<file path="config.mk">
export PLATFORM = sky130hd
export DESIGN_NAME = shift_exec_pipe
export DESIGN_NICKNAME = d
export VERILOG_FILES = /design/src/rtl/rv32i_pkg.sv /design/src/rtl/shift_pipe_stage.sv /design/src/rtl/shift_exec_pipe.sv
export SDC_FILE = /design/constraint.sdc
export NUM_CORES = 1
export LEC_CHECK = 0
export CAP_MARGIN = 20
export CORE_MARGIN = 3
export CORE_UTILIZATION = 40
export DETAILED_ROUTE_END_ITERATION = 16
export PLACE_DENSITY_LB_ADDON = 0.15
export REMOVE_ABC_BUFFERS = 1
export SYNTH_ARGS = -nofsm -noshare
export SYNTH_HDL_FRONTEND = slang
export SYNTH_SLANG_ARGS = --single-unit
</file>
<file path="constraint.sdc">
create_clock -name i_clk -period 1.87 [get_ports i_clk]
set_input_delay 0.374 -clock i_clk [delete_from_list [all_inputs] [get_ports i_clk]]
set_output_delay 0.374 -clock i_clk [all_outputs]
set_load 0.02 [all_outputs]
</file>
<file path="src/rtl/rv32i_pkg.sv">
// Shared RV32I execute-path types: shift operation encoding and data width.
package rv32i_pkg;

  localparam int XLEN_C = 32;

  typedef enum logic [1:0] {
    SHIFT_SLL  = 2'b00,
    SHIFT_SRL  = 2'b01,
    SHIFT_RSVD = 2'b10,
    SHIFT_SRA  = 2'b11
  } shift_op_e;

endpackage

</file>
<file path="src/rtl/shift_pipe_stage.sv">
// Combinational shift slice: shifts by LSB_WEIGHT * shamt.
// SRA fills from 'fill'; the reserved op passes data through unchanged.
module shift_pipe_stage
  import rv32i_pkg::*;
#(
  parameter int XLEN       = XLEN_C,
  parameter int LSB_WEIGHT = 1,
  parameter int SHAMT_W    = 3
) (
  input  logic [XLEN-1:0]    data,
  input  shift_op_e          op,
  input  logic [SHAMT_W-1:0] shamt,
  input  logic               fill,
  output logic [XLEN-1:0]    shifted
);

  logic [4:0]      amt;
  logic [XLEN-1:0] fill_mask;

  assign amt = 5'(shamt) * 5'(LSB_WEIGHT);

  always_comb begin
    fill_mask = fill ? ~({XLEN{1'b1}} >> amt) : '0;
    case (op)
      SHIFT_SLL: shifted = data << amt;
      SHIFT_SRL: shifted = data >> amt;
      SHIFT_SRA: shifted = (data >> amt) | fill_mask;
      default:   shifted = data;
    endcase
  end

endmodule

</file>
<file path="src/rtl/shift_exec_pipe.sv">
// Two-stage RV32I shift unit: S1 shifts by shamt[2:0], S2 by 8*shamt[4:3].
// Valid/ready on both sides with a flush that kills every in-flight entry.
module shift_exec_pipe
  import rv32i_pkg::*;
#(
  parameter int XLEN  = XLEN_C,
  parameter int TAG_W = 5
) (
  input  logic             i_clk,
  input  logic             i_rst_n,
  input  logic             i_valid,
  output logic             o_ready,
  input  logic [1:0]       i_op,
  input  logic [XLEN-1:0]  i_a,
  input  logic [4:0]       i_shamt,
  input  logic [TAG_W-1:0] i_rd,
  input  logic             i_flush,
  output logic             o_valid,
  input  logic             i_ready,
  output logic [XLEN-1:0]  o_result,
  output logic [TAG_W-1:0] o_rd
);

  logic             ready_en;
  logic             s1_valid;
  logic             s2_valid;
  logic             s2_adv;
  logic             accept;
  shift_op_e        op_in;
  shift_op_e        s1_op;
  logic [XLEN-1:0]  s1_data;
  logic [1:0]       s1_shamt_hi;
  logic [TAG_W-1:0] s1_rd;
  logic [XLEN-1:0]  s1_next;
  logic [XLEN-1:0]  s2_next;

  assign op_in   = shift_op_e'(i_op);
  assign s2_adv  = s1_valid && (!s2_valid || i_ready);
  assign o_ready = ready_en && !i_flush && (!s1_valid || s2_adv);
  assign accept  = i_valid && o_ready;
  assign o_valid = s2_valid;

  shift_pipe_stage #(
    .XLEN       (XLEN),
    .LSB_WEIGHT (1),
    .SHAMT_W    (3)
  ) u_stage1 (
    .data    (i_a),
    .op      (op_in),
    .shamt   (i_shamt[2:0]),
    .fill    (i_a[XLEN-1]),
    .shifted (s1_next)
  );

  // The partial value keeps the sign bit, so S2 can fill SRA from it.
  shift_pipe_stage #(
    .XLEN       (XLEN),
    .LSB_WEIGHT (8),
    .SHAMT_W    (2)
  ) u_stage2 (
    .data    (s1_data),
    .op      (s1_op),
    .shamt   (s1_shamt_hi),
    .fill    (s1_data[XLEN-1]),
    .shifted (s2_next)
  );

  // Keeps o_ready low until the first edge after reset release.
  always_ff @(posedge i_clk or negedge i_rst_n) begin
    if (!i_rst_n) ready_en <= 1'b0;
    else          ready_en <= 1'b1;
  end

  always_ff @(posedge i_clk or negedge i_rst_n) begin
    if (!i_rst_n) begin
      s1_valid    <= 1'b0;
      s1_data     <= '0;
      s1_op       <= SHIFT_SLL;
      s1_shamt_hi <= '0;
      s1_rd       <= '0;
    end else if (i_flush) begin
      s1_valid <= 1'b0;
    end else if (accept) begin
      s1_valid    <= 1'b1;
      s1_data     <= s1_next;
      s1_op       <= op_in;
      s1_shamt_hi <= i_shamt[4:3];
      s1_rd       <= i_rd;
    end else if (s2_adv) begin
      s1_valid <= 1'b0;
    end
  end

  always_ff @(posedge i_clk or negedge i_rst_n) begin
    if (!i_rst_n) begin
      s2_valid <= 1'b0;
      o_result <= '0;
      o_rd     <= '0;
    end else if (i_flush) begin
      s2_valid <= 1'b0;
    end else if (s2_adv) begin
      s2_valid <= 1'b1;
      o_result <= s2_next;
      o_rd     <= s1_rd;
    end else if (s2_valid && i_ready) begin
      s2_valid <= 1'b0;
    end
  end

endmodule

</file>
Yosys cells after proc, flatten, opt, wreduce, memory -nomap -nowiden
Cells that the tools add are included.
{ "word_totals": {"reg_bits": 81, "inputBits": 49, "output_inout_bits": 39} }
{ "classes": {"eq_ne": 4, "shifts": 6, "mux": 10, "bitwise": 5, "reduce_logical": 16} }
{ "ops": {"columns": ["operator", "n"], "rows": [
  ["$pmux W32 S3", 2],
  ["$mux W32", 2],
  ["$not A32 Y32", 2],
  ["$or A32 B32 Y32", 2],
  ["$shl A32 B3 Y32", 1],
  ["$shl A32 B5 Y32", 1],
  ["$shr A32 B3 Y32", 1],
  ["$shr A32 B3 Y32 const A", 1],
  ["$shr A32 B5 Y32", 1],
  ["$shr A32 B5 Y32 const A", 1],
  ["$mux W1", 6],
  ["$reduce_bool A3 Y1", 2],
  ["$logic_and A1 B1 Y1", 5],
  ["$eq A2 B1 Y1 const B", 2],
  ["$eq A2 B2 Y1 const B", 2],
  ["$logic_not A2 Y1", 2],
  ["$reduce_and A2 Y1", 2],
  ["$logic_not A1 Y1", 3],
  ["$logic_or A1 B1 Y1", 2],
  ["$not A1 Y1", 1]
]} }

Logic depth before layout (Yosys ltp)
{ "logic_depth": {"ltp_word": 8, "ltp_mapped": 8, "mapped_depth_nobuf": 5} }

By module
A second synthesis with hierarchy kept.
{ "hier_totals": {"cells_unflattened": 701, "hier_area_um2": 7711.1} }
{ "modules_own_cells": {"columns": ["module", "instances", "cells_each", "area_each_um2", "seq_area_each_um2"], "rows": [
  ["shift_exec_pipe", 1, 178, 3074.2, 2026.9],
  ["shift_pipe_stage at u_stage1", 1, 291, 3000.4, 0.0],
  ["shift_pipe_stage at u_stage2", 1, 232, 1636.6, 0.0]
]} }

Least setup slack after synthesis
No wires, ideal clock.
{ "synth_path": {"kind": "reg2reg", "from": "register s2_valid, in the netlist o_valid", "to": "register s1_rd[2]", "arrival_time_ns": 1.944, "setup_slack_ns": -0.199, "stages_incl_launch_ff": 7, "path_buffers": 2, "path_cell_list": "dfrtp_1 > nor2b_1 > a21oi_1 > and2_1 > buf_2 > buf_2 > mux2_2"} }
{ "synth_via": {"elab_chain_cells": 7} }
{ "synth_lines": {"columns": ["element", "line", "text"], "rows": [
  ["start, declared", "shift_exec_pipe.sv:26", "logic s2_valid;"],
  ["start signal, assigned", "shift_exec_pipe.sv:96", "s2_valid <= 1'b0;"],
  ["start signal, assigned", "shift_exec_pipe.sv:100", "s2_valid <= 1'b0;"],
  ["start signal, assigned", "shift_exec_pipe.sv:102", "s2_valid <= 1'b1;"],
  ["$logic_not A1 Y1", "shift_exec_pipe.sv:38", "assign s2_adv = s1_valid && (!s2_valid || i_ready);"],
  ["$logic_or A1 B1 Y1", "shift_exec_pipe.sv:38", null],
  ["$logic_and A1 B1 Y1", "shift_exec_pipe.sv:38", null],
  ["$logic_or A1 B1 Y1", "shift_exec_pipe.sv:39", "assign o_ready = ready_en && !i_flush && (!s1_valid || s2_adv);"],
  ["$logic_and A1 B1 Y1", "shift_exec_pipe.sv:39", null],
  ["named net o_ready", "shift_exec_pipe.sv:12", "output logic o_ready,"],
  ["$logic_and A1 B1 Y1", "shift_exec_pipe.sv:40", "assign accept = i_valid && o_ready;"],
  ["$reduce_and A2 Y1 (no source line)", null, null],
  ["end signal, assigned", "shift_exec_pipe.sv:88", "s1_rd <= i_rd;"],
  ["end, declared", "shift_exec_pipe.sv:33", "logic [TAG_W-1:0] s1_rd;"]
]} }
The timed path passes the listed nets, and every way through them passes these cells.
A chain may end at the register's enable or synchronous reset.

Final worst setup path
{ "layout_path": {"from": "register s1_shamt_hi[0]", "to": "register o_result[8]"} }
{ "layout_via": {"elab_chain_cells": 5, "word_cells_on_any_way": 7, "cone_classes": "shift: 3; mux: 2; bitwise: 2"} }
{ "layout_lines": {"columns": ["element", "line", "text"], "rows": [
  ["start, declared", "shift_exec_pipe.sv:32", "logic [1:0] s1_shamt_hi;"],
  ["start signal, assigned", "shift_exec_pipe.sv:87", "s1_shamt_hi <= i_shamt[4:3];"],
  ["$shr A32 B5 Y32", "shift_pipe_stage.sv:23", "fill_mask = fill ? ~({XLEN{1'b1}} >> amt) : '0;"],
  ["$not A32 Y32", "shift_pipe_stage.sv:23", null],
  ["$mux W32", "shift_pipe_stage.sv:23", null],
  ["$or A32 B32 Y32", "shift_pipe_stage.sv:27", "SHIFT_SRA: shifted = (data >> amt) | fill_mask;"],
  ["$pmux W32 S3 (*)", "shift_pipe_stage.sv:24", "case (op)"],
  ["end signal, assigned", "shift_exec_pipe.sv:103", "o_result <= s2_next;"],
  ["end, declared", "shift_exec_pipe.sv:20", "output logic [XLEN-1:0] o_result,"]
]} }
Every way passes the cells marked *; elsewhere a longest branch is shown, timed or not.

==> flow_summary.toml <==
[finish]
final_cell_mix = "buf_4, nand2_1, nor2_1"
area_growth_pct = 48.0
layout_commonest_cell = "buf_4"
nets = 1147
antenna-diode-count = 0
layout-drive-gt1-share_pct = 31.0

[die]
start_util_pct = 41.0
rows = 47
die_x_um = 137
coreArea_um2 = 16600
die-area_um2 = 18700
ioPinCount = 88
die_h_um = 137

[critical_path]
reg2reg_depth = 4
cpPeakStageDelay_ps = 610
crit_family = "flip-flops"
crit_type = "register to register"
start_kind = "register"
path_cells = "buf_12 > mux2_2 > a221oi_1 > o21ai_1"
critPathCaptureType = "register"
worstPathMaxFanout = 18
critPathBufInv = 1
crit_slowest_cell = "dfrtp_2"
cp.depth = 4
arrival_ps = 2040
critPathRequiredTime_ps = 2070

[synthesis]
synth_compound_area_share_pct = 29.2
synthAdderAreaFrac_pct = 0
synth-warning-count = 0
ys_ff_latch = 81
synth_edf_count = 0
yosys.area_share.simple_pct = 18.7
netlist_area_um2 = 6830
ys.flop_type = "dfrtp_1"
synth_top_family_by_area = "compound AO/OA/AOI/OAI gates"
async_flop_share_pct = 100
syn_avg_cell_area_um2 = 8.12
synth.distinct_cells = 69
synthCells = 841
yosysSeqAreaShare_pct = 29.7
muxShareOfSynthArea_pct = 16.9
synth_xor_area_share_pct = 0

[clock_network]
cts_buffers = 9
insertion_delay_ps = 330
clock-sinks = 81
cts_buffer_depth = 2
cts_tree = "yes"
clk_pin_slew_worst_paths_ps = 60
cts_max_level = 3
ctsRootBufferMaster = "clkbuf_16"

[sta]
min_period_over_period_pct = 98.0
worstMarginPinSlew_ps = 549
relSlewSlack_pct = 63.3
finalHoldViolCount = 0
fin_worst_skew_ps = 8.85
fin_crit_ps = 1830
report.final.slew_viol_count = 0
final-setup-viol-count = 0
fmaxAchievable_ghz = 0.546
worst_slack_ps = 38.1

[global_routing]
grt_max_degree = 47
first_global_vias = 7936
grt_usage_pct = 30.5
antenna_found_initial = 0
grt_pass1_wl_um = 44400
gr-total-overflow = 0

[power_and_ir_drop]
vdd_ir_drop_max_uv = 495
power-per-cell-area_nw_per_um2 = 852
power.total_uw = 8610
leakage_uw = 0.00430

[placed_design]
io_buffers = 87
place_ws_ps = -778
hpwlAfterDp_um = 22900
gp_congestion = 0.981

[flow_run]
maxCapViolations = 0

[routing]
drt_wl_total_um = 28800
via_count = 8054
viasPerCell = 6.09
ant_nets = 0
drc = 0
firstDrtPassIters = 6
drtIter0Drc = 932
routedWlPerCell_um = 21.8

[outcome]
outcome = "complete, no violations"

[hold_path]
hold_path.class = "register to register"
whs_path_depth = 2
==> report_power, final <==
part           total (uW)  internal, uW  leakage [uW]  switching [uW]
logic                3950          1900       0.00318            2050
clock network        1930          1220      0.000161             715
registers            2720          2200      0.000955             524
total                8610          5320       0.00430            3290
==> final cells by class <==
cell class	instances	area, um^2
Multi-Input combinational cell	682	4690
Timing Repair Buffer	318	2770
Sequential cell	81	2030
Inverter	6	25.0
Fill cell	1504	6530
Clock buffer	11	243
Tap cell	220	275
Clock inverter	5	86.3
==> worst min-delay path, stage by stage (launching register included) <==
cell and delay, ps:
dfrtp_1 340, nand2_1 50, nand2_1 60
==> worst paths after layout <==
path | from | endpoint | slack [ps]
min in group asynchronous | i_rst_n | s1_rd[0] | 540
worst min register to register | s1_rd[4] | o_rd[4] | 480
worst min-delay path | s1_rd[4] | o_rd[4] | 480
worst max register to register | s1_shamt_hi[0] | o_result[8] | 40
max in group asynchronous | i_rst_n | s1_data[28] | 720
worst max-delay path | s1_shamt_hi[0] | o_result[8] | 40
==> kinds of logic after synthesis <==
| group | after synthesis |
|---|---|
| simple gates | 284 |
| compound gates | 294 |
| flops | 81 |
| buf+inv | 78 |
| other cells | 1 |
| mux | 103 |
==> state kept, by name, indices dropped and copies added (netlist names) <==
signal	flops
s1_data	32
s1_rd	5
o_rd	5
o_result	32
s1_shamt_hi	2
o_valid	1
ready_en	1
s1_valid	1
s1_op	2
==> per-stage QoR <==
stage               utilization (%)  std cells  TNS (ps)  instance area (um^2)  hold WS (ps)
floorplan                         -        769    -47700                  6470          78.4
global placement               56.8       1301    -21540                  9460           344
detailed placement             56.8       1301    -23840                  9460           351
CTS                            59.7       1320     -1.67                  9930           478
global route                   60.7       1323    -0.497                 10100           511
finish                         60.7       1323         0                 10100           478
==> synthesized netlist by cell type (all sizes together) (17+ instances only) <==
| library cell | instances | share of area [%] |
|---|---|---|
| a21oi | 45 | 3.4 |
| a31oi | 19 | 1.7 |
| buf | 42 | 3.6 |
| clkbuf | 30 | 1.6 |
| dfrtp | 81 | 30 |
| mux2 | 40 | 6.9 |
| mux2i | 60 | 9.0 |
| nand2 | 109 | 6.0 |
| nor2 | 86 | 4.8 |
| nor2b | 17 | 1.6 |
| nor3 | 26 | 1.9 |
| o21ai | 68 | 5.0 |
| o22ai | 35 | 3.2 |
==> routing by layer <==
layer / routed length [um] / track usage (%) / vias up
met5: 0 / 0 / -
met4: 999 / 10.8 / 0
met3: 1940 / 4.23 / 69
met2: 13500 / 51.3 / 416
met1: 12300 / 40.2 / 3882
li1: - / - / 3687
==> repair_timing <==
item                                    in CTS  in global routing
endpoints found under the setup margin      29                 35
endpoints found under the hold margin        5                  0
resized for setup                           37                 44
hold buffers                                 1                  0
cloned                                       0                  1
pin swaps                                    3                  9
buffers inserted                             2                  2
No activity file was read; power rests on OpenSTA's default activity.
